<file path="config.mk">
export PLATFORM = sky130hd
export DESIGN_NAME = jkc_seq_cmp
export DESIGN_NICKNAME = d
export VERILOG_FILES = /design/src/rtl/jkc_pkg.sv /design/src/rtl/jkc_seq_cmp.sv
export SDC_FILE = /design/constraint.sdc
export NUM_CORES = 1
export LEC_CHECK = 0
export ABC_AREA = 1
export ABC_CLOCK_PERIOD_IN_PS = 1100
export BUFFER_PORTS_ARGS = -buffer_cell sky130_fd_sc_hd__clkbuf_2
export CAP_MARGIN = 40
export CORE_AREA = 2 2 39 41
export DETAILED_ROUTE_END_ITERATION = 8
export DIE_AREA = 0 0 41 43
export PLACE_DENSITY = 0.42
export SLEW_MARGIN = 0
export SYNTH_ARGS = -nofsm -noshare
export SYNTH_HDL_FRONTEND = slang
export SYNTH_SLANG_ARGS = --single-unit
export TNS_END_PERCENT = 1
</file>
<file path="constraint.sdc">
create_clock -name vclk -period 1.1
set_clock_uncertainty 0.2 [all_clocks]
set_input_delay 0.165 -clock vclk [all_inputs]
set_output_delay 0.165 -clock vclk [all_outputs]
set_load 0.05 [all_outputs]
</file>
<file path="src/rtl/jkc_pkg.sv">
// Shared types and widths for the JK-counter sequence checker.
package jkc_pkg;

    localparam int CNT_W  = 3;
    localparam int STAT_W = 8;
    localparam int RUN_W  = 4;

    typedef enum logic [1:0] {
        IDLE   = 2'd0,
        SEARCH = 2'd1,
        LOCKED = 2'd2
    } jkc_state_t;

endpackage

</file>
<file path="src/rtl/jkc_seq_cmp.sv">
// Combinational classifier: complement check, next-expected comparison and wrap detection.
module jkc_seq_cmp
    import jkc_pkg::*;
#(
    parameter int unsigned UP = 1
) (
    input  logic [CNT_W-1:0] prev,
    input  logic             prev_valid,
    input  logic [CNT_W-1:0] cur,
    input  logic [CNT_W-1:0] curn,
    output logic             seq_err,
    output logic             cmp_err,
    output logic             wrap
);

    localparam logic [CNT_W-1:0] ALL_ONES  = {CNT_W{1'b1}};
    localparam logic [CNT_W-1:0] ALL_ZEROS = {CNT_W{1'b0}};
    localparam logic [CNT_W-1:0] WRAP_FROM = (UP != 0) ? ALL_ONES : ALL_ZEROS;
    localparam logic [CNT_W-1:0] WRAP_TO   = (UP != 0) ? ALL_ZEROS : ALL_ONES;

    logic [CNT_W-1:0] same_bits;
    logic [CNT_W-1:0] expected;

    // A healthy flop always drives Q and Qn to opposite levels.
    generate
        for (genvar gi = 0; gi < CNT_W; gi++) begin : g_cmp
            assign same_bits[gi] = ~(cur[gi] ^ curn[gi]);
        end
    endgenerate

    assign expected = (UP != 0) ? (prev + CNT_W'(1)) : (prev - CNT_W'(1));
    assign cmp_err  = |same_bits;
    assign seq_err  = prev_valid && (cur != expected);
    assign wrap     = prev_valid && (prev == WRAP_FROM) && (cur == WRAP_TO);

endmodule

</file>
==> flow_summary.ini, run 1 <==
[floorplanning]
die_w_um = 41
io-pin-count = 13
placementRows = 14
dieArea_um2 = 1760
core_um2 = 1380
start_util_pct = 9.49
die_y_um = 43

[sta]
rsz0062_at_grt = yes
tns_ps = -600
hold_violations = 0
clock.fmax_ghz = 0.655
setup_ws_ps = -427
fin_crit_ps = 1530
worst_slew_pin_slew_ps = 268
drv_slew = 0
slew_headroom_pct = 82.0
setup_viol = 3
fin_crit_sh_pct = 139

[detailed_routing]
post_drt_wl_per_cell_um = 7.04
drtIter0Drc = 2
ant_nets = 0
via_per_inst = 3.46
post-route-drc-count = 0
num_vias = 180
drt-total-wl_um = 366
firstDrtPassIters = 3

[yosys]
yosysUniqueCellTypes = 9
avgSynthCellArea_um2 = 5.97
synthCells = 22
synthesis.area_um2 = 131
ys_warn_count = 0
synth_area_leaders = xor2_1 20%, ha_1 19%, nand2_1 17%
yosys.area.top_type = xor2_1
yosysMostFrequentCell = nand2_1
yosysSeqAreaShare_pct = 0
synth_top_cell_area_share_pct = 20.0
syn_nets = 34
synth_common_cells = 6 x nand2_1, 5 x inv_1, 3 x xor2_1, 2 x ha_1, 2 x nand3_1

[place]
dpl_worst_slack_ps = -456
portBuffers = 13
placed_cell_area_um2 = 283
gp_congestion = 0.654
hpwlAfterDp_um = 342

[global_route]
grt.total_usage_pct = 4.50
grt_max_degree = 5
grt_pass1_wl_um = 572
grt_remaining_overflow = 0
grt_pass1_vias = 141
antenna_found_initial = 0

[pwr]
power_leakage_nw = 0.163
ir_worst_vdd_mv = 0.104
power.total_mw = 0.159
power_density_nw_per_um2 = 463

[setup_path]
worstPathRequired_ps = 730
cp_max_fo = 2
critPathKind = input pin to primary output
cp-start-kind = input pin
worstPathArrival_ps = 1160
critPathCaptureType = primary output

[final_layout]
layout.area.seq_um2 = 0
multi_input_area_um2 = 176
diodes = 0
nFillCells = 153
fin_area_um2 = 343
synthToLayoutAreaGrowth_pct = 161
design.seq.count = 0
drive_above_1_share_pct = 69.4
num-clock-buffers = 0
fin_nets = 50
fin_util_pct = 24.8

[clock_tree]
postCtsSetupBuffers = 0
postCtsHoldBufs = 0

[outcome]
status = finished, violations left
violations = negative setup slack

[run]
maxCapViolations = 0

[hold_path]
min-delay-start = cur[1]
hold_path_end = wrap
holdPathStages = 3
hold_class = input pin to primary output
==> worst max path at each step <==
stage | to | from | slack [ps]
2_1_floorplan | seq_err | prev[0] | -320
3_3_place_gp | seq_err | prev[0] | -460
3_5_place_dp | seq_err | prev[0] | -460
4_1_cts | seq_err | prev[0] | -460
5_1_grt | seq_err | prev[0] | -470
6_report | seq_err | prev[0] | -430
==> through the flow <==
stage,hold WS [ps],cells
finish,461,52
global route,474,52
CTS,486,52
detailed placement,486,52
global placement,484,52
floorplan,193,22
==> final cells by class <==
type                       instances  area share, %
tap                               16           5.84
inverter                           5           5.47
timing repair buffer              14           37.2
multi-input combinational         17           51.5
==> layer usage <==
| metal | share of wire (%) | vias up | wire [um] | track usage [%] |
|---|---|---|---|---|
| met5 | 0 | - | 0 | 0 |
| met4 | 0 | 0 | 0 | 0 |
| met3 | 5.7 | 0 | 21 | 0 |
| met2 | 49 | 7 | 178 | 6.56 |
| met1 | 45 | 77 | 166 | 7.62 |
| li1 | - | 96 | - | - |
==> power by group <==
group          total (mW)  switching, mW  internal (mW)  leakage, nW
combinational       0.159         0.0806         0.0780        0.163
sequential              0              0              0            0
clock                   0              0              0            0
total               0.159         0.0806         0.0780        0.163
==> repair_timing <==
item,4_1_cts,5_1_grt
gates cloned,0,0
setup endpoints to repair,3,3
pin swaps,6,6
gates resized for setup,8,8
==> kinds of logic after synthesis <==
family / Yosys count / share of synthesized area (%)
AND/OR/NAND/NOR: 10 / 33.3
buffers and inverters: 5 / 14.3
XOR/XNOR: 4 / 26.7
adder cells (fa/ha/maj): 2 / 19.0
AO/OA/AOI/OAI: 1 / 6.67
==> critical path: stages <==
cell and delay, ps:
buf_8 100, ha_4 150, ha_4 260, nand2_2 50, nand2_2 80, nor2_4 50
a21oi_4 150, buf_12 150
==> cell usage in the layout (no fill, tap or decap), types with 2 or more instances in the layout <==
cell type / n
nand2_2: 4
ha_4: 2
nand2_1: 2
inv_1: 4
xor2_1: 3
buf_8: 2
clkbuf_2: 6
clkbuf_4: 2
No activity file was read; power rests on OpenSTA's default activity.
==> run 2, diff against run 1 <==
- ABC_AREA: 1 -> 0
- PLACE_DENSITY: 0.42 -> 0.4
==> run 2 against run 1 <==
Compared with the run above:
- the run still ends with negative setup slack left
- global-route usage up 0.40 points
- hold slack better by 32 ps
- cell count down 13%
- wire length up 8.5%
- count of clock-buffer cells in the layout unchanged
- synthesized area down 23%
- non-clock buffer count up 3
- critical path depth down 2
- combinational power down 8%
- sequential cell count unchanged
- via count down 16%
- critical path type unchanged
- largest power group unchanged
- highest routed layer unchanged
==> flow_summary.ini, run 2 <==
[outcome]
violations = negative setup slack
status = finished, violations left

[detailed_routing]
post_drt_wl_per_cell_um = 8.82
drt-total-wl_um = 397
num_vias = 152
ant_nets = 0
via_per_inst = 3.38
firstDrtPassIters = 1
drtIter0Drc = 0
post-route-drc-count = 0

[pwr]
power.switching_mw = 0.0698
seq_power_share_pct = 0
p_int_mw = 0.0771
ir_worst_vdd_mv = 0.145
switching_share_pct = 47.5
power.total_mw = 0.147
p_clk_share_pct = 0
power_density_nw_per_um2 = 435
comb_power_share_pct = 100.0
power_leakage_nw = 0.143

[setup_path]
cp-start-kind = input pin
critPathCaptureType = primary output
worstPathArrival_ps = 1240
critPathKind = input pin to primary output
cp_max_fo = 2
worstPathRequired_ps = 730
crit_start = prev[0]

[global_route]
grt_pass1_vias = 154
grt_pass1_wl_um = 634
grt_remaining_overflow = 0
grt.total_usage_pct = 4.90
grt_max_degree = 3
antenna_found_initial = 0

[floorplanning]
dieArea_um2 = 1760
io-pin-count = 13
placementRows = 14
die_w_um = 41
die_y_um = 43
start_util_pct = 7.32
core_um2 = 1380

[sta]
holdWs_ps = 492
worst_slew_pin_slew_ps = 265
fin_crit_ps = 1610
setup_ws_ps = -509
tns_ps = -804
fin_crit_sh_pct = 146
setup_viol = 3
slew_headroom_pct = 82.2
rsz0062_at_grt = yes
drv_slew = 0
hold_violations = 0
clock.fmax_ghz = 0.621

[yosys]
yosys.area.top_type = xor2_1
synth_area_leaders = xor2_1 43%, ha_1 25%, o31a_1 8.6%
synth_top_family_by_area = XOR/XNOR gates
syn_nets = 24
synth_xor_area_share_pct = 51.9
synth_common_cells = 5 x xor2_1, 2 x ha_1
synthCells = 12
synthAdderAreaFrac_pct = 24.7
synth_compound_area_share_pct = 8.64
synth_mux_area_share_pct = 0
yosysMostFrequentCell = xor2_1
yosysSeqAreaShare_pct = 0
yosys.area_share.simple_pct = 14.8
ys_warn_count = 0
yosysUniqueCellTypes = 7
synth_top_cell_area_share_pct = 43.2
synthesis.area_um2 = 101
avgSynthCellArea_um2 = 8.45

[hold_path]
hold_class = input pin to primary output
min-delay-start = prev_valid

[place]
dpl_worst_slack_ps = -586
gp_congestion = 0.631
portBuffers = 13
hpwlAfterDp_um = 357

[final_layout]
nFillCells = 148
diodes = 0
num-clock-buffers = 0
fin_util_pct = 24.4
design.seq.count = 0
layout.area.seq_um2 = 0
layout_commonest_cell = clkbuf_2
synthToLayoutAreaGrowth_pct = 233
multi_input_area_um2 = 163
mostFrequentLayoutCells = 8 x clkbuf_2, 3 x xor2_1, 3 x buf_4
fin_nets = 43
drive_above_1_share_pct = 82.8

[clock_tree]
postCtsHoldBufs = 0

[run]
maxCapViolations = 0
run 2: through the flow:
step | instance area (um2) | instances
final | 338 | 45
after global routing | 338 | 45
after CTS | 309 | 45
after detailed placement | 288 | 45
after global placement | 288 | 45
after floorplan | 143 | 12
run 2: logic make-up (layout without fill, tap and decap cells):
logic type,Yosys count,count (layout)
xor gates and xnor gates,6,6
and+or+nand+nor,3,3
adders and majority gates,2,2
AOI/OAI and AO/OA,1,1
buffers and inverters,0,17
run 2: per-layer routing:
metal | routed length [um] | part of all wire, % | up-vias | GRT usage, %
met5 | 0 | 0 | - | 0
met3 | 74 | 19 | 0 | 1.57
met1 | 166 | 42 | 64 | 7.91
met2 | 156 | 39 | 13 | 6.56
li1 | - | - | 75 | -
met4 | 0 | 0 | 0 | 0
run 2: timing repair:
item,CTS,global route
gates cloned,0,0
pin swaps,4,4
endpoints found under the setup margin,3,3
resized for setup,4,7
buffers inserted,0,0
run 2: area by class of cell:
class | instances | share of cell area (%)
well taps | 16 | 5.93
repair buffers | 17 | 45.9
multi-input cells | 12 | 48.1
run 2: final timing paths:
check | depth (start not counted) | slack [ps] | to
worst max-delay path | 6 | -510 | seq_err
worst min-delay path | 3 | 490 | seq_err
run 2: worst max-delay path, cell delays in order:
cell    delay [ps]
buf_8          100
ha_4           150
ha_4           200
xor2_1         140
o31a_2         340
buf_8          150
run 2: power groups by stage:
stage                     clock, mW  combinational (mW)  sequential [mW]
after global placement            0               0.124                0
after global routing              0               0.158                0
after floorplan                   0              0.0609                0
after detailed placement          0               0.123                0
final                             0               0.147                0
after CTS                         0               0.134                0
==> run 3, diff against run 2 <==
- ABC_AREA: 0 -> 1
- PLACE_DENSITY: 0.4 -> default
==> run 3 against run 2 <==
Compared with the run above:
- the run still ends with negative setup slack left
- die area stayed put
- core utilization is 0.54 points lower
- via count is 18% higher
- largest power group unchanged
- highest routed layer unchanged
==> flow_summary.ini, run 3 (same netlist as run 1, synthesis figures left out) <==
[outcome]
status = finished, violations left
violations = negative setup slack

[sta]
clock.fmax_ghz = 0.654
hold_violations = 0
worst_slew_pin_slew_ps = 284
drv_slew = 0
fin_crit_ps = 1530
holdWs_ps = 471
setup_viol = 3
setup_ws_ps = -430
rsz0062_at_grt = yes
fin_crit_sh_pct = 139
slew_headroom_pct = 80.9

[final_layout]
drive_above_1_share_pct = 59.5
synthToLayoutAreaGrowth_pct = 151
fin_nets = 51
nFillCells = 158
fin_util_pct = 23.9
layout.area.seq_um2 = 0
mostFrequentLayoutCells = 7 x clkbuf_2, 6 x nand2_1, 4 x inv_1, 3 x xor2_1
stdcell_count = 53
layout_commonest_cell = clkbuf_2
design.seq.count = 0
num-clock-buffers = 0
fin_area_um2 = 330
diodes = 0

[global_route]
grt_max_degree = 5
antenna_found_initial = 0
grt.total_usage_pct = 5.10
grt_pass1_vias = 171
grt_remaining_overflow = 0
grt_pass1_wl_um = 676

[setup_path]
worstPathArrival_ps = 1170
critPathKind = input pin to primary output
cp_max_fo = 2
worstPathRequired_ps = 730
critPathCaptureType = primary output
cp-start-kind = input pin

[pwr]
seq_power_share_pct = 0
switching_share_pct = 50.5
comb_power_share_pct = 100.0
power.switching_mw = 0.0747
power_density_nw_per_um2 = 448
ir_worst_vdd_mv = 0.145
power_leakage_nw = 0.165
p_clk_share_pct = 0
p_int_mw = 0.0733

[floorplanning]
placementRows = 14
die_y_um = 43
start_util_pct = 9.49
dieArea_um2 = 1760
die_w_um = 41
io-pin-count = 13
core_um2 = 1380

[hold_path]
min-delay-start = cur[0]
hold_class = input pin to primary output
holdPathStages = 3
hold_path_end = wrap

[detailed_routing]
ant_nets = 0
via_per_inst = 3.38
firstDrtPassIters = 3
post-route-drc-count = 0
drtIter0Drc = 2
drt-total-wl_um = 373
num_vias = 179
post_drt_wl_per_cell_um = 7.04

[place]
placed_cell_area_um2 = 283
hpwlAfterDp_um = 328
dpl_worst_slack_ps = -456
place_inst = 52
gp_congestion = 0.648
portBuffers = 13

[clock_tree]
postCtsHoldBufs = 0

[run]
maxCapViolations = 0
run 3: metrics by stage:
stage	total power [mW]	TNS, ps
floorplan	0.0780	-509
global placement	0.133	-881
detailed placement	0.134	-877
CTS	0.146	-686
global route	0.161	-768
finish	0.148	-610
run 3: timing repair:
action                                  CTS  global route
setup buffers                             1             0
endpoints found under the setup margin    3             3
pin swaps                                 5             5
resized for setup                         6             4
run 3: worst max path at each step:
stage                 start  endpoint  slack, ps  cells after the start
floorplan           prev[0]   seq_err       -320                      7
global placement    prev[0]   seq_err       -460                      9
detailed placement  prev[0]   seq_err       -460                      9
CTS                 prev[0]   seq_err       -460                      9
global route        prev[0]   seq_err       -500                      9
finish              prev[0]   seq_err       -430                      9
run 3: worst max-delay path: stages:
cell and delay, ps:
buf_8 100, ha_4 150, ha_4 260, inv_2 20, nand2_1 40, nand2_1 60, nor2_2 130, a21oi_4 80
buf_12 160
run 3: power groups by stage:
stage | Combinational [mW] | Sequential (mW) | Clock (mW)
after global routing | 0.161 | 0 | 0
after detailed placement | 0.134 | 0 | 0
after global placement | 0.133 | 0 | 0
final | 0.148 | 0 | 0
after floorplan | 0.0780 | 0 | 0
after CTS | 0.146 | 0 | 0
run 3: cell type report:
class | count | area, um2 | share of cell area (%)
Inverter | 5 | 18.8 | 5.68
Multi-Input combinational cell | 17 | 161 | 48.9
Tap cell | 16 | 20.0 | 6.06
Timing Repair Buffer | 15 | 130 | 39.4
run 3: layer usage:
| layer | vias up | global-route usage [%] | routed length [um] |
|---|---|---|---|
| met5 | - | 0 | 0 |
| met4 | 0 | 0 | 0 |
| met3 | 0 | 0.524 | 50 |
| met2 | 10 | 7.50 | 160 |
| met1 | 71 | 8.25 | 161 |
| li1 | 98 | - | - |
